<file path="src/rtl/spi_burst_ctrl.sv">
// ---------------------------------------------------------------------------
// spi_burst_ctrl
// Sequences multi-byte SPI transactions in front of spi_master. Each host byte
// is presented to spi_master through its data_send/data_valid edge-trigger
// interface. The controller waits for both completion pulses, returns the
// received byte, and then holds data_valid low for a guard gap before it
// fetches the next byte. A per-byte timeout aborts a stalled burst.
//
// Ports
//   clk, rst_n                 : system clock, asynchronous active-low reset
//   start, len                 : burst request (sampled only in IDLE) and byte count
//   tx_data, tx_valid, tx_ready: host TX byte stream (tx_ready high only in FETCH)
//   rx_data, rx_valid          : received byte with one-cycle strobe
//   busy, done, err, byte_cnt  : burst status
//   spi_data_send/valid        : to spi_master data_send / data_valid
//   spi_send/recv_completed    : completion pulses from spi_master
//   spi_data_recv              : received byte from spi_master
// ---------------------------------------------------------------------------
module spi_burst_ctrl #(
    parameter int MAX_LEN    = 16,
    parameter int LEN_W      = 5,
    parameter int GAP_CYCLES = 2,
    parameter int TIMEOUT    = 1024
) (
    input  logic             clk,
    input  logic             rst_n,
    input  logic             start,
    input  logic [LEN_W-1:0] len,
    input  logic [7:0]       tx_data,
    input  logic             tx_valid,
    output logic             tx_ready,
    output logic [7:0]       rx_data,
    output logic             rx_valid,
    output logic             busy,
    output logic             done,
    output logic             err,
    output logic [LEN_W-1:0] byte_cnt,
    output logic [7:0]       spi_data_send,
    output logic             spi_data_valid,
    input  logic             spi_send_completed,
    input  logic             spi_recv_completed,
    input  logic [7:0]       spi_data_recv
);

    localparam logic [2:0] S_IDLE  = 3'd0;
    localparam logic [2:0] S_FETCH = 3'd1;
    localparam logic [2:0] S_WAIT  = 3'd2;
    localparam logic [2:0] S_GAP   = 3'd3;
    localparam logic [2:0] S_DONE  = 3'd4;

    localparam int TMO_W = ($clog2(TIMEOUT) > 0) ? $clog2(TIMEOUT) : 1;
    localparam int GAP_W = ($clog2(GAP_CYCLES + 1) > 0) ? $clog2(GAP_CYCLES + 1) : 1;

    logic [2:0]       state_reg;
    logic [LEN_W-1:0] len_reg;
    logic [LEN_W-1:0] byte_cnt_reg;
    logic [TMO_W-1:0] tmo_cnt_reg;
    logic [GAP_W-1:0] gap_cnt_reg;
    logic             send_seen_reg;
    logic             recv_seen_reg;
    logic [7:0]       rx_data_reg;
    logic             rx_valid_reg;
    logic             err_reg;
    logic [7:0]       spi_data_send_reg;
    logic             spi_data_valid_reg;

    // A completion pulse arriving this cycle counts as already seen, so a
    // byte can finish in the same cycle as its last pulse.
    logic send_now;
    logic recv_now;
    logic both_now;

    assign send_now = send_seen_reg | spi_send_completed;
    assign recv_now = recv_seen_reg | spi_recv_completed;
    assign both_now = send_now & recv_now;

    always_ff @(posedge clk or negedge rst_n) begin
        if (!rst_n) begin
            state_reg          <= S_IDLE;
            len_reg            <= '0;
            byte_cnt_reg       <= '0;
            tmo_cnt_reg        <= '0;
            gap_cnt_reg        <= '0;
            send_seen_reg      <= 1'b0;
            recv_seen_reg      <= 1'b0;
            rx_data_reg        <= 8'h00;
            rx_valid_reg       <= 1'b0;
            err_reg            <= 1'b0;
            spi_data_send_reg  <= 8'h00;
            spi_data_valid_reg <= 1'b0;
        end else begin
            rx_valid_reg <= 1'b0;
            case (state_reg)
                S_IDLE: begin
                    if (start) begin
                        err_reg      <= 1'b0;
                        byte_cnt_reg <= '0;
                        len_reg      <= len;
                        if ((len == '0) || (len > LEN_W'(MAX_LEN))) begin
                            err_reg   <= 1'b1;
                            state_reg <= S_DONE;
                        end else begin
                            state_reg <= S_FETCH;
                        end
                    end
                end
                S_FETCH: begin
                    if (tx_valid) begin
                        spi_data_send_reg  <= tx_data;
                        spi_data_valid_reg <= 1'b1;
                        tmo_cnt_reg        <= '0;
                        send_seen_reg      <= 1'b0;
                        recv_seen_reg      <= 1'b0;
                        state_reg          <= S_WAIT;
                    end
                end
                S_WAIT: begin
                    if (spi_send_completed) begin
                        send_seen_reg <= 1'b1;
                    end
                    // data_recv is only valid alongside its pulse.
                    if (spi_recv_completed) begin
                        recv_seen_reg <= 1'b1;
                        rx_data_reg   <= spi_data_recv;
                    end
                    if (both_now) begin
                        rx_valid_reg       <= 1'b1;
                        byte_cnt_reg       <= byte_cnt_reg + 1'b1;
                        spi_data_valid_reg <= 1'b0;
                        gap_cnt_reg        <= '0;
                        state_reg          <= S_GAP;
                    end else if (tmo_cnt_reg == TMO_W'(TIMEOUT - 1)) begin
                        spi_data_valid_reg <= 1'b0;
                        err_reg            <= 1'b1;
                        state_reg          <= S_DONE;
                    end else begin
                        tmo_cnt_reg <= tmo_cnt_reg + 1'b1;
                    end
                end
                S_GAP: begin
                    // data_valid stays low here so spi_master always sees a
                    // fresh rising edge for the next byte.
                    if (gap_cnt_reg == GAP_W'(GAP_CYCLES - 1)) begin
                        state_reg <= (byte_cnt_reg < len_reg) ? S_FETCH : S_DONE;
                    end else begin
                        gap_cnt_reg <= gap_cnt_reg + 1'b1;
                    end
                end
                S_DONE: begin
                    state_reg <= S_IDLE;
                end
                default: begin
                    state_reg <= S_IDLE;
                end
            endcase
        end
    end

    // tx_ready decodes state only, keeping the host handshake loop-free.
    assign tx_ready       = (state_reg == S_FETCH);
    assign busy           = (state_reg != S_IDLE);
    assign done           = (state_reg == S_DONE);
    assign rx_data        = rx_data_reg;
    assign rx_valid       = rx_valid_reg;
    assign err            = err_reg;
    assign byte_cnt       = byte_cnt_reg;
    assign spi_data_send  = spi_data_send_reg;
    assign spi_data_valid = spi_data_valid_reg;

endmodule

</file>
<file path="config.mk">
export PLATFORM = sky130hd
export DESIGN_NAME = spi_burst_ctrl
export DESIGN_NICKNAME = d
export VERILOG_FILES = /design/src/rtl/spi_burst_ctrl.sv
export SDC_FILE = /design/constraint.sdc
export NUM_CORES = 1
export LEC_CHECK = 0
export ABC_AREA = 1
export ABC_CLOCK_PERIOD_IN_PS = 4350
export CAP_MARGIN = 0
export CELL_PAD_IN_SITES_DETAIL_PLACEMENT = 0
export CELL_PAD_IN_SITES_GLOBAL_PLACEMENT = 2
export CORE_ASPECT_RATIO = 2
export CORE_MARGIN = 2
export CORE_UTILIZATION = 32
export CTS_CLUSTER_DIAMETER = 80
export DETAILED_ROUTE_END_ITERATION = 6
export PLACE_DENSITY = 0.9
export SLEW_MARGIN = 10
export SYNTH_ARGS = -nofsm -noshare
export SYNTH_HDL_FRONTEND = slang
export SYNTH_SLANG_ARGS = --single-unit
</file>
<file path="constraint.sdc">
create_clock -name clk -period 4.35 [get_ports clk]
set_input_delay 0.6525 -clock clk [delete_from_list [all_inputs] [get_ports clk]]
set_output_delay 0.6525 -clock clk [all_outputs]
set_load 0.05 [all_outputs]
</file>
==> results.json <==
{
  "status": "finished clean",
  "ys_async_sr_fraction_pct": 100.0,
  "min_from": "spi_data_send[4]",
  "layout_setup_ws_ps": 1762,
  "io_pins": 54,
  "p_leak_nw": 1.483,
  "grt_pass1_wl_mm": 9.287,
  "cts_root_buf": "clkbuf_16",
  "die_h_microns": 126.2,
  "hold_class": "flop to flop",
  "syn_inst": 277,
  "wl_mm": 5.733,
  "antenna_cells": 0,
  "hold_viol": 0,
  "clock_latency_ps": 290,
  "antenna_found_initial": 0,
  "drive_gt1_share_pct": 13.10,
  "yosys_warnings": 0,
  "drt_first_pass_iters": 4,
  "worstPathRequired_ps": 3700,
  "cts.repair.resized": 0,
  "maxCapViolations": 0,
  "fmax_mhz": 386.4,
  "power_density_nw_per_um2": 737.9,
  "synth_edf_count": 0,
  "die_w_microns": 65.11,
  "viasPerCell": 4.614,
  "hold_path_end": "spi_data_send[4]",
  "start_kind": "flop",
  "post-cts-setup-buffer-count": 0,
  "stdcell_count": 428,
  "wl_per_cell_microns": 13.39,
  "synth_top_cell_by_area": "dfrtp_1",
  "cts_buffer_depth": 2,
  "synth_top_area_share_pct": 48.17,
  "slew_violations": 0,
  "rr_worst_depth": 9,
  "ctsHoldBuffers": 0,
  "ys_ff_latch": 46,
  "grtUsageTotal_pct": 14.79,
  "post-route-min-period_ps": 2588,
  "whs_path_depth": 2,
  "cts-buffers-inserted": 5,
  "ir_drop_uv": 441.5,
  "tns_ps": 0,
  "setup_viol": 0,
  "utilization_pct": 43.65,
  "nets": 369,
  "dp.cells": 420,
  "tightest_slew_ps": 1056,
  "h-tree-depth": 2,
  "timing.critical_path.fanout_max": 5,
  "synthTopCellsByArea": "dfrtp_1 48%, nand2_1 13%, nand3_1 4.8%",
  "vias": 1975,
  "worst_setup_path_end_kind": "output port",
  "worstPathArrival_ps": 1940,
  "die_area_sq_um": 8217,
  "area_delta_synth_final_pct": 32.72,
  "finalClockSkew_ps": 3.655,
  "syn-cell-area_sq_um": 2390,
  "worstReg2RegStart": "tmo_cnt_reg[0]",
  "hpwl_mm": 4.448,
  "path_class": "flop to output port",
  "globalRouteOverflowTotal": 0,
  "start_util_pct": 32.89,
  "pre_cts_ws_ps": 2059,
  "io_buffers": 53,
  "rsz0062_at_grt": "no",
  "cts_tree": "built",
  "ff2ff_setup_slack_ps": 2680,
  "largest_reg_flops": 10,
  "grt_max_degree": 47,
  "avgSynthCellArea_sq_um": 8.627,
  "fin_hold_ws_ps": 474.1,
  "rows": 44,
  "timing.slew.headroom_pct": 29.59,
  "fin_crit_sh_pct": 59.50,
  "gp_congestion": 0.7657,
  "synth_flop_cell": "dfrtp_1",
  "r2r_end": "tmo_cnt_reg[5]",
  "core_area_sq_um": 7267,
  "cts_num_sinks": 46,
  "ys_seq_area_share_pct": 48.17,
  "drc": 0,
  "synthesis.nets": 311,
  "ys_types": 30,
  "ant_nets": 0,
  "first_global_vias": 1928,
  "drtIter0Drc": 103,
  "path_clk_slew_ps": 60
}
## critical path, cell delays in order, from the launching register on
cell	delay, ps
dfrtp_1	460
nor2_2	170
nand2_2	110
inv_1	110
clkdlybuf4s50_1	800
## per-stage QoR
| step | cell area (sq um) | total power [W] |
|---|---|---|
| floorplan | 2390 | 0.001557 |
| detailed placement | 3005 | 0.001935 |
| finish | 3172 | 0.002340 |
| global placement | 3005 | 0.001918 |
| CTS | 3172 | 0.002380 |
| global route | 3172 | 0.002494 |
## synth_stat cells (3+ instances only)
library cell / count
a21oi_1: 11
dfrtp_1: 46
ha_1: 7
inv_1: 28
mux2_2: 8
nand2_1: 80
nand2_2: 8
nand3_1: 23
nand4_1: 5
nor2_1: 18
nor2_4: 3
o21ai_0: 11
o21ai_1: 3
o21ai_2: 4
o21bai_1: 3
## power breakdown
part,leakage [nW],switching [W],internal [W]
registers,0.585,0.000127,0.000592
logic,0.821,0.000788,0.000401
clock network,0.0771,0.000161,0.000271
## logic make-up after synthesis
family	share of synthesized area, %
and+or+nand+nor	28.95
DFF	48.17
AOI/OAI and AO/OA	8.324
buffers and inverters	6.388
muxes	3.770
adders and majority gates	3.665
xor gates and xnor gates	0.7331
## placed cells by master, fill, tap and decap left out, drive strengths merged
| cell | netlist | final |
|---|---|---|
| nor2 | 24 | 24 |
| ha | 7 | 7 |
| nand4 | 5 | 5 |
| nand2 | 90 | 90 |
| o21ai | 18 | 18 |
| inv | 32 | 32 |
| buf | 2 | 1 |
| o21a | 1 | 1 |
| nor3 | 2 | 2 |
| a21oi | 11 | 11 |
| a21o | 1 | 1 |
| clkbuf | 0 | 6 |
| clkdlybuf4s50 | 0 | 52 |
| nand3 | 24 | 24 |
| bufinv | 0 | 1 |
| or2 | 1 | 1 |
| mux2 | 8 | 8 |
| dfrtp | 46 | 46 |
| o21bai | 3 | 3 |
| clkinvlp | 0 | 1 |
| xor2 | 2 | 2 |
## area by class of cell
cell class / instances / area [sq um]
multi-input combinational: 197 / 1086
fill: 781 / 4095
inverter: 32 / 127.6
clock inverter: 2 / 37.54
timing repair buffer: 53 / 525.5
clock buffer: 6 / 128.9
tap: 92 / 115.1
sequential: 46 / 1151
## per-layer routing
metal,global-route usage [%],vias up,wire (microns)
met2,28.38,29,3301
met1,15.17,930,2174
met5,0,-,0
met3,2.321,9,135
li1,-,1007,-
met4,6.373,0,121
## how the worst max path moves through the flow
stage          depth (start not counted)          from        to
3_3_place_gp                           4  state_reg[1]  tx_ready
6_report                               4  state_reg[1]  tx_ready
5_1_grt                                4  state_reg[1]  tx_ready
4_1_cts                                4  state_reg[1]  tx_ready
3_5_place_dp                           4  state_reg[1]  tx_ready
2_1_floorplan                          1  state_reg[1]      done
(Power assumes the default switching activity.)
